## src/rtl/pcu_pkg.sv

```systemverilog
// rtl/pcu_pkg.sv - shared PCU command, offset and state definitions
// Purpose: types and constants shared by the PCU sampler master and the PCU tests.
// Contents: op enum, word offsets, section stride, FSM state enum, read step enum,
//           and pcu_addr() to form a PCU word address from a section and an offset.
package pcu_pkg;

    typedef enum logic [1:0] {
        OP_STOP      = 2'd0,
        OP_GO        = 2'd1,
        OP_SAMPLE    = 2'd2,
        OP_CLEAR_ALL = 2'd3
    } pcu_op_e;

    localparam logic [1:0] OFF_LO = 2'd0;  // also the stop register on write
    localparam logic [1:0] OFF_HI = 2'd1;  // also the go register on write
    localparam logic [1:0] OFF_EV = 2'd2;

    localparam int SECTION_STRIDE = 4;

    typedef enum logic [2:0] {
        ST_IDLE    = 3'd0,
        ST_WR      = 3'd1,
        ST_RD_REQ  = 3'd2,
        ST_RD_WAIT = 3'd3,
        ST_CHECK   = 3'd4,
        ST_RESP    = 3'd5
    } pcu_state_e;

    // Which word of the SAMPLE sequence the outstanding read belongs to.
    typedef enum logic [1:0] {
        RS_HI1 = 2'd0,
        RS_LO  = 2'd1,
        RS_EV  = 2'd2,
        RS_HI2 = 2'd3
    } pcu_rd_step_e;

    function automatic logic [3:0] pcu_addr(input logic [1:0] section, input logic [1:0] off);
        return 4'(int'(section) * SECTION_STRIDE + int'(off));
    endfunction

endpackage

```

## src/rtl/pcu_sampler_master.sv

```systemverilog
// rtl/pcu_sampler_master.sv - Avalon-MM master driving the PCU control slave
// Purpose: turns STOP/GO/SAMPLE/CLEAR_ALL commands into PCU accesses; SAMPLE returns a
//          tear-free 64-bit time count and a 32-bit event count.
// Ports: clk, reset_n (async, active low)
//        cmd_valid/cmd_ready/cmd_op/cmd_section        command input
//        avm_address/read/write/writedata/waitrequest,
//        avm_readdata/readdatavalid                    Avalon-MM master to the PCU
//        rsp_valid/rsp_ready/rsp_section/rsp_time,
//        rsp_events/rsp_torn/rsp_err                   SAMPLE response
//        busy                                          FSM not idle
module pcu_sampler_master
    import pcu_pkg::*;
#(
    parameter int MAX_RETRY  = 3,
    parameter int RD_TIMEOUT = 255
) (
    input  logic        clk,
    input  logic        reset_n,
    input  logic        cmd_valid,
    output logic        cmd_ready,
    input  logic [1:0]  cmd_op,
    input  logic [1:0]  cmd_section,
    output logic [3:0]  avm_address,
    output logic        avm_read,
    output logic        avm_write,
    output logic [31:0] avm_writedata,
    input  logic        avm_waitrequest,
    input  logic [31:0] avm_readdata,
    input  logic        avm_readdatavalid,
    output logic        rsp_valid,
    input  logic        rsp_ready,
    output logic [1:0]  rsp_section,
    output logic [63:0] rsp_time,
    output logic [31:0] rsp_events,
    output logic        rsp_torn,
    output logic        rsp_err,
    output logic        busy
);

    localparam int RW = ($clog2(MAX_RETRY + 1) < 2) ? 2 : $clog2(MAX_RETRY + 1);
    localparam int TW = (RD_TIMEOUT < 1) ? 1 : $clog2(RD_TIMEOUT + 1);

    pcu_state_e   state_q;
    pcu_rd_step_e step_q;
    logic [1:0]   sect_q;
    logic [RW-1:0] retry_q;
    logic [TW-1:0] tmo_q;
    logic [31:0]  hi1_q, hi2_q, lo_q, ev_q;

    logic [3:0]   avm_address_q;
    logic         avm_read_q, avm_write_q;
    logic [31:0]  avm_writedata_q;
    logic         rsp_valid_q, rsp_torn_q, rsp_err_q;
    logic [1:0]   rsp_section_q;
    logic [63:0]  rsp_time_q;
    logic [31:0]  rsp_events_q;

    assign avm_address   = avm_address_q;
    assign avm_read      = avm_read_q;
    assign avm_write     = avm_write_q;
    assign avm_writedata = avm_writedata_q;
    assign rsp_valid     = rsp_valid_q;
    assign rsp_section   = rsp_section_q;
    assign rsp_time      = rsp_time_q;
    assign rsp_events    = rsp_events_q;
    assign rsp_torn      = rsp_torn_q;
    assign rsp_err       = rsp_err_q;
    assign busy          = (state_q != ST_IDLE);
    // Gated by reset_n so no command is taken while reset is held.
    assign cmd_ready     = reset_n & (state_q == ST_IDLE) & ~rsp_valid_q;

    always_ff @(posedge clk or negedge reset_n) begin
        if (!reset_n) begin
            state_q         <= ST_IDLE;
            step_q          <= RS_HI1;
            sect_q          <= '0;
            retry_q         <= '0;
            tmo_q           <= '0;
            hi1_q           <= '0;
            hi2_q           <= '0;
            lo_q            <= '0;
            ev_q            <= '0;
            avm_address_q   <= '0;
            avm_read_q      <= 1'b0;
            avm_write_q     <= 1'b0;
            avm_writedata_q <= '0;
            rsp_valid_q     <= 1'b0;
            rsp_section_q   <= '0;
            rsp_time_q      <= '0;
            rsp_events_q    <= '0;
            rsp_torn_q      <= 1'b0;
            rsp_err_q       <= 1'b0;
        end else begin
            case (state_q)
                ST_IDLE: begin
                    if (cmd_valid && cmd_ready) begin
                        sect_q  <= cmd_section;
                        retry_q <= '0;
                        case (pcu_op_e'(cmd_op))
                            OP_STOP: begin
                                avm_address_q   <= pcu_addr(cmd_section, OFF_LO);
                                avm_writedata_q <= 32'd0;
                                avm_write_q     <= 1'b1;
                                state_q         <= ST_WR;
                            end
                            OP_GO: begin
                                avm_address_q   <= pcu_addr(cmd_section, OFF_HI);
                                avm_writedata_q <= 32'd0;
                                avm_write_q     <= 1'b1;
                                state_q         <= ST_WR;
                            end
                            OP_CLEAR_ALL: begin
                                avm_address_q   <= 4'd0;
                                avm_writedata_q <= 32'd1;
                                avm_write_q     <= 1'b1;
                                state_q         <= ST_WR;
                            end
                            default: begin
                                avm_address_q <= pcu_addr(cmd_section, OFF_HI);
                                avm_read_q    <= 1'b1;
                                step_q        <= RS_HI1;
                                state_q       <= ST_RD_REQ;
                            end
                        endcase
                    end
                end
                ST_WR: begin
                    if (!avm_waitrequest) begin
                        avm_write_q <= 1'b0;
                        state_q     <= ST_IDLE;
                    end
                end
                ST_RD_REQ: begin
                    if (!avm_waitrequest) begin
                        avm_read_q <= 1'b0;
                        tmo_q      <= '0;
                        state_q    <= ST_RD_WAIT;
                    end
                end
                ST_RD_WAIT: begin
                    if (avm_readdatavalid) begin
                        case (step_q)
                            RS_HI1: begin
                                hi1_q         <= avm_readdata;
                                avm_address_q <= pcu_addr(sect_q, OFF_LO);
                                avm_read_q    <= 1'b1;
                                step_q        <= RS_LO;
                                state_q       <= ST_RD_REQ;
                            end
                            RS_LO: begin
                                lo_q       <= avm_readdata;
                                avm_read_q <= 1'b1;
                                state_q    <= ST_RD_REQ;
                                // EV is read only on the first pass; retries go straight to HI.
                                if (retry_q == '0) begin
                                    avm_address_q <= pcu_addr(sect_q, OFF_EV);
                                    step_q        <= RS_EV;
                                end else begin
                                    avm_address_q <= pcu_addr(sect_q, OFF_HI);
                                    step_q        <= RS_HI2;
                                end
                            end
                            RS_EV: begin
                                ev_q          <= avm_readdata;
                                avm_address_q <= pcu_addr(sect_q, OFF_HI);
                                avm_read_q    <= 1'b1;
                                step_q        <= RS_HI2;
                                state_q       <= ST_RD_REQ;
                            end
                            RS_HI2: begin
                                hi2_q   <= avm_readdata;
                                state_q <= ST_CHECK;
                            end
                        endcase
                    end else if (tmo_q == TW'(RD_TIMEOUT)) begin
                        rsp_valid_q   <= 1'b1;
                        rsp_section_q <= sect_q;
                        rsp_time_q    <= '0;
                        rsp_events_q  <= '0;
                        rsp_torn_q    <= 1'b0;
                        rsp_err_q     <= 1'b1;
                        state_q       <= ST_RESP;
                    end else begin
                        tmo_q <= tmo_q + 1'b1;
                    end
                end
                ST_CHECK: begin
                    if (hi2_q == hi1_q || retry_q == RW'(MAX_RETRY)) begin
                        // When HI never settled, HI2 pairs with the most recent LO.
                        rsp_valid_q   <= 1'b1;
                        rsp_section_q <= sect_q;
                        rsp_time_q    <= {hi2_q, lo_q};
                        rsp_events_q  <= ev_q;
                        rsp_torn_q    <= (hi2_q != hi1_q);
                        rsp_err_q     <= 1'b0;
                        state_q       <= ST_RESP;
                    end else begin
                        retry_q       <= retry_q + 1'b1;
                        hi1_q         <= hi2_q;
                        avm_address_q <= pcu_addr(sect_q, OFF_LO);
                        avm_read_q    <= 1'b1;
                        step_q        <= RS_LO;
                        state_q       <= ST_RD_REQ;
                    end
                end
                ST_RESP: begin
                    if (rsp_ready) begin
                        rsp_valid_q <= 1'b0;
                        state_q     <= ST_IDLE;
                    end
                end
                default: state_q <= ST_IDLE;
            endcase
        end
    end

endmodule

```

## config.mk

```make
export PLATFORM = sky130hd
export DESIGN_NAME = pcu_sampler_master
export DESIGN_NICKNAME = d
export VERILOG_FILES = /design/src/rtl/pcu_pkg.sv /design/src/rtl/pcu_sampler_master.sv
export SDC_FILE = /design/constraint.sdc
export NUM_CORES = 1
export LEC_CHECK = 0
export ABC_AREA = 1
export BUFFER_PORTS_ARGS = -buffer_cell sky130_fd_sc_hd__buf_2
export CAP_MARGIN = 20
export CORE_MARGIN = 2
export CORE_UTILIZATION = 51
export DETAILED_ROUTE_END_ITERATION = 16
export PLACE_DENSITY = 0.76
export SLEW_MARGIN = 0
export SYNTH_ARGS = -nofsm -noshare
export SYNTH_HDL_FRONTEND = slang
export SYNTH_SLANG_ARGS = --single-unit
```

## constraint.sdc

```tcl
create_clock -name clk -period 1.75 [get_ports clk]
set_input_delay 0.0875 -clock clk [delete_from_list [all_inputs] [get_ports clk]]
set_output_delay 0.0875 -clock clk [all_outputs]
set_load 0.005 [all_outputs]
```

; After elaboration in Yosys (flattened, before gate mapping)
; Index checks and enable logic that the tools add are counted.
[word_totals]
ff_bits = 284
word_cells = 159
out_inout_bits = 141
[classes]
add_sub_neg = 5
n_reduce_logical = 33
bitwise_logic = 3
n_eq_ne = 30
muxes = 69
[op_table]
columns = operator, count
row1 = $mux 32, 6
row2 = $mux 64, 3
row3 = $pmux 32 s2, 3
row4 = $pmux 64 s2, 1
row5 = $eq 32x32->1, 1
row6 = $ne 32x32->1, 1
row7 = $mux 8, 3
row8 = $ne 2x2->1 const B, 12
row9 = $pmux 4 s3, 2
row10 = $mux 3, 7
row11 = $mux 2, 10
row12 = $pmux 3 s6, 1
row13 = $mux 1, 17
row14 = $mux 4, 4
row15 = $pmux 8 s2, 1
row16 = $reduce_and 4->1, 4
row17 = $reduce_and 3->1, 5
row18 = $reduce_and 5->1, 3
row19 = $pmux 2 s3, 2
row20 = $reduce_bool 2->1, 5
row21 = $reduce_bool 3->1, 3
row22 = $add 4x1->4 const B, 2
row23 = $add 8x1->8 const B, 1
row24 = $eq 2x2->1 const B, 4
row25 = 28 further kinds, 39

; Longest topological paths before layout
[logic_depth]
ltp_word = 6
ltp_mapped = 14
depth_no_buf = 13

; Worst setup path after synthesis
; Ideal clock, no wire load.
[synth_path]
path_type = register to register
startpoint = register state_q[0]
endpoint = register step_q[0]
arrival_ns = 1.648
required_ns = 1.628
slack_ns = -0.020
n_path_buf = 1
path_stages_with_launch = 14
setup_time_ns = 0.122
path_cell_list = dfrtp_1 nor2_1 nand2_1 inv_1 nand2_1 nor2_2 nand2_2 nand2_1 buf_6 nand2_2 nor2_1 nand2_1 nand2_1 o21ai_1
[synth_between]
elab_chain_len = 6
[synth_lines]
columns = item, line
row1 = start: declaration, pcu_sampler_master.sv:43  ; pcu_state_e state_q;
row2 = start signal: assignment, pcu_sampler_master.sv:74  ; state_q <= ST_IDLE;
row3 = start signal: assignment, pcu_sampler_master.sv:104  ; state_q <= ST_WR;
row4 = start signal: assignment, pcu_sampler_master.sv:110  ; state_q <= ST_WR;
row5 = $logic_not 3->1, pcu_sampler_master.sv:70  ; assign cmd_ready = reset_n & (state_q == ST_IDLE) & ~rsp_valid_q;
row6 = $and 1x1->1 (2 in a row), pcu_sampler_master.sv:70
row7 = named net cmd_ready, pcu_sampler_master.sv:20  ; output logic cmd_ready,
row8 = $logic_and 1x1->1, pcu_sampler_master.sv:96  ; if (cmd_valid && cmd_ready) begin
row9 = $ne 2x1->1 (no line), n/a
row10 = $reduce_and 6->1 (no line), n/a
row11 = end signal: assignment, pcu_sampler_master.sv:75  ; step_q <= RS_HI1;
row12 = end signal: assignment, pcu_sampler_master.sv:121  ; step_q <= RS_HI1;
row13 = end signal: assignment, pcu_sampler_master.sv:147  ; step_q <= RS_LO;
row14 = end: declaration, pcu_sampler_master.sv:44  ; pcu_rd_step_e step_q;
; The timed path passes the listed nets, and every way through them passes these cells.
; A chain may end at the register's enable or synchronous reset.

; Final worst setup path
[layout_path]
startpoint = register hi1_q[2]
endpoint = register rsp_torn_q, in the netlist rsp_torn
[layout_between]
elab_chain_len = 4
[layout_lines]
columns = item, line
row1 = start: declaration, pcu_sampler_master.sv:48  ; logic [31:0] hi1_q, hi2_q, lo_q, ev_q;
row2 = start signal: assignment, pcu_sampler_master.sv:144  ; hi1_q <= avm_readdata;
row3 = start signal: assignment, pcu_sampler_master.sv:199  ; hi1_q <= hi2_q;
row4 = $eq 32x32->1, pcu_sampler_master.sv:188  ; if (hi2_q == hi1_q || retry_q == RW'(MAX_RETRY)) begin
row5 = $logic_or 1x1->1, pcu_sampler_master.sv:188
row6 = $ne 2x2->1 (no line), n/a
row7 = $reduce_and 4->1 (no line), n/a
row8 = end signal: assignment, pcu_sampler_master.sv:194  ; rsp_torn_q <= (hi2_q != hi1_q);
row9 = end: declaration, pcu_sampler_master.sv:53  ; logic rsp_valid_q, rsp_torn_q, rsp_err_q;
; Several ways; a longest one is shown, not always the timed one. The select of a mux whose other input is x is not followed.

==> key figures <==
GRT
  • First-pass GRT wire length: 47.0 mm
  • Vias in the first global route: 9356
  • Overall routing resource usage: 24.4%
  • GR Overflow Total: 0
  • Initial antenna violation count: 0
  • Largest net degree at the start of global routing: 150

Power and ir drop
  • Clock Power Share: 30.0%
  • NetSw: 0.00645 W
  • VDD IR max: 0.867 mV
  • Total power: 0.0201 W
  • Share of power burned in registers: 39.7%
  • Combinational share of power: 30.2%
  • Int Pwr: 0.0136 W
  • Leakage dissipation: 7.98 nW
  • Power Density: 1320 nW/um^2
  • Switch share: 32.1%

Die
  • Core Area: 21600 sq um
  • Die span in y: 152 um
  • IO Pins: 183
  • Die X: 152 um
  • Starting density of the core: 51.6%
  • FP Rows: 54
  • Die ar.: 23100 sq um

Setup path
  • CP max stage cell: dfrtp_1
  • CP top delay family: simple AND/OR/NAND/NOR gates
  • Required time worst endpoint: 2.15 ns
  • FF-to-FF path depth: 11
  • Worst Path Arrival: 2.35 ns
  • Reg-to-Reg Start: hi1_q[2]$_DFFE_PN0P_
  • WS Path Type: flip-flop to flip-flop
  • CP startpoint kind: flip-flop
  • WP buf/inv: 1
  • Crit path cell chain: xnor2_1 > nand2_1 > nor2_1 > nand2_1 > nor2_2 > nand2_4 > nand3_4 > nand2_4 > buf_16 > nand2_1 > o21ai_0
  • CP Capture Type: flip-flop
  • CP dominant cell by count: nand2_1
  • Reg-to-reg endpoint: rsp_torn$_DFFE_PN0P_
  • Critical Path Fanout Max: 8
  • Max stage delay on crit path: 0.41 ns
  • Crit. Startpoint: hi1_q[2]$_DFFE_PN0P_
  • Worst reg-to-reg setup slack: -0.20 ns

Drt
  • Antenna viol nets, final: 0
  • First drt pass iteration count: 5
  • Total Routed Length: 30.9 mm
  • Vias post-DR: 9843
  • Drt initial violations: 767
  • Post-DR wirelength/cell: 16.5 um
  • DR vias/cell: 5.25
  • Drt drc: 0

STA
  • Slew of the pin with the lowest slew margin: 0.887 ns
  • Worst hold margin: 0.120 ns
  • Final Max Slew Viols: 0
  • Setup-violating endpoint count in the final report: 145
  • Setup ws final: -0.199 ns
  • Rel. slew slack: 40.9%
  • RSZ-0062 raised after global routing: yes
  • Setup TNS: -19.47 ns
  • Fmax: 0.513 GHz
  • Post-route minimum period: 1.95 ns
  • Hold Fails Final Rpt: 0
  • Fin crit share: 111%
  • Worst Skew: 0.0101 ns

CTS
  • Clk root buf: clkbuf_16
  • Reg clk slew, reported paths: 0.06 ns
  • Total CTS buffers: 26
  • TritonCTS clock tree: yes
  • CTS H-Tree Depth: 1
  • CTS max path bufs: 3
  • Clock Sinks: 253
  • Clock Latency Late Sink: 0.53 ns

Placed design
  • Port buffer count: 151
  • DP Cell Count: 1758
  • Post-DP Area: 12800 sq um
  • Gpl congestion: 0.813
  • Post-detail-place hpwl: 17.5 mm

Yosys
  • Syn Inst Count: 1294
  • Mapped Avg Cell Area: 8.63 sq um
  • Register area share after synthesis: 56.7%
  • Register bit total from synthesis: 253
  • Netlist Area Pre-Place: 11200 sq um
  • Distinct cells, synth: 33
  • Ys async rst share: 100%
  • EDFF count, synth: 0
  • Ys flop type: dfrtp_1
  • Number of warnings reported in the yosys synthesis log: 0

Status
  • Failing checks: negative setup slack
  • Outcome: complete, but fails checks

Layout
  • Most frequent cells in the layout: nand2_1 (414), dfrtp_1 (251), buf_2 (150)
  • Ant diodes: 0
  • Layout cells sized above 1: 26.8%
  • Commonest non-fill, non-tap cell in the layout: nand2_1
  • Synthesis-to-layout area growth: 36.1%
  • Design Area, Final: 15200 sq um
  • Finished Layout Cells: 1874
  • Final net count: 1629
  • Fillers: 1656

Hold path
  • Worst Hold Launch: cmd_op[1]
  • Worst hold-check path type: input port to flip-flop
  • Hold endpoint: avm_writedata[0]$_DFFE_PN0P_
  • Hold Path Depth: 4

Job
  • Maxcap violations: 0
final cells by class:
type / count / area (sq um) / area share, %
clock inverters: 12 / 193 / 1.27
repair buffers: 323 / 2740 / 18.1
multi-input cells: 891 / 4530 / 29.8
flip-flops and latches: 253 / 6330 / 41.7
well taps: 280 / 350 / 2.31
clock buffers: 34 / 742 / 4.88
inverters: 81 / 304 / 2.00
synth_stat cells, types with 3 or more instances:
library cell	instances	area, sq um
nand4_1	39	244
clkbuf_1	44	165
buf_4	43	323
nand2_1	463	1740
o21ai_1	31	155
a21oi_1	10	50.1
nor2_2	5	31.3
nand2_2	6	37.5
inv_2	3	11.3
nor2_1	32	120
xnor2_1	23	201
ha_1	11	138
buf_2	13	65.1
dfrtp_1	253	6330
nor3_1	5	25.0
inv_1	78	293
o21ai_0	144	721
nand3_1	76	380
state kept, by name, summed over array words and instances (netlist names), 2 cells and up:
name,flops
avm_address,4
ev_q,32
hi1_q,32
hi2_q,32
lo_q,32
retry_q,2
rsp_events,32
rsp_section,2
rsp_time,64
sect_q,2
state_q,3
step_q,2
tmo_q,8
per-layer routing:
layer / up-vias / track usage, % / routed length (um)
met4: 0 / 6.85 / 614
met1: 4779 / 33.0 / 13000
li1: 4672 / - / -
met2: 343 / 41.7 / 15600
met3: 49 / 3.34 / 1650
met5: - / 0 / 0
power groups by stage:
stage	clock network (W)	logic (W)	registers, W
finish	0.00603	0.00608	0.00799
global placement	0	0.00437	0.00795
floorplan	0	0.00280	0.00789
global route	0.00637	0.00667	0.00814
CTS	0.00611	0.00509	0.00791
detailed placement	0	0.00454	0.00798
worst min-delay path, delay by kind of cell:
kind          cells  cell delay [ns]
buf+inv           1             0.12
fa+ha+maj         1             0.16
simple gates      1             0.04
mux               1             0.20
worst max path at each step:
stage / endpoint / cells past startpoint
floorplan: tmo_q[5]$_DFFE_PN0P_ / 14
global placement: rsp_time[32]$_DFFE_PN0P_ / 11
detailed placement: rsp_time[51]$_DFFE_PN0P_ / 11
CTS: rsp_time[51]$_DFFE_PN0P_ / 10
global route: rsp_time[2]$_DFFE_PN0P_ / 11
finish: rsp_torn$_DFFE_PN0P_ / 11
cells by family after synthesis:
group	count (synthesis)	share of synthesized area [%]
and+or+nand+nor	632	23.6
muxes	1	0.101
DFF	253	56.7
adders and majority gates	11	1.23
AOI/OAI and AO/OA	190	8.67
xor gates and xnor gates	24	1.88
buffers and inverters	182	7.78
other	1	0.0336
stage by stage:
step           utilization [%]  worst slack [ns]
2_1_floorplan                -          0.000336
3_3_place_gp              59.2            -0.105
3_5_place_dp              59.2            -0.181
4_1_cts                   66.9            -0.123
5_1_grt                   70.3            -0.302
6_report                  70.3            -0.199
repair_timing:
| item | 4_1_cts | 5_1_grt |
|---|---|---|
| endpoints found under the setup margin | 183 | 252 |
| setup buffers | 9 | 6 |
| hold buffers | 40 | 0 |
| gates resized for setup | 37 | 125 |
| gates cloned | 5 | 15 |
| pin swaps | 3 | 29 |
| endpoints found under the hold margin | 355 | 0 |
Note: power is estimated with default switching activity, not from simulation.
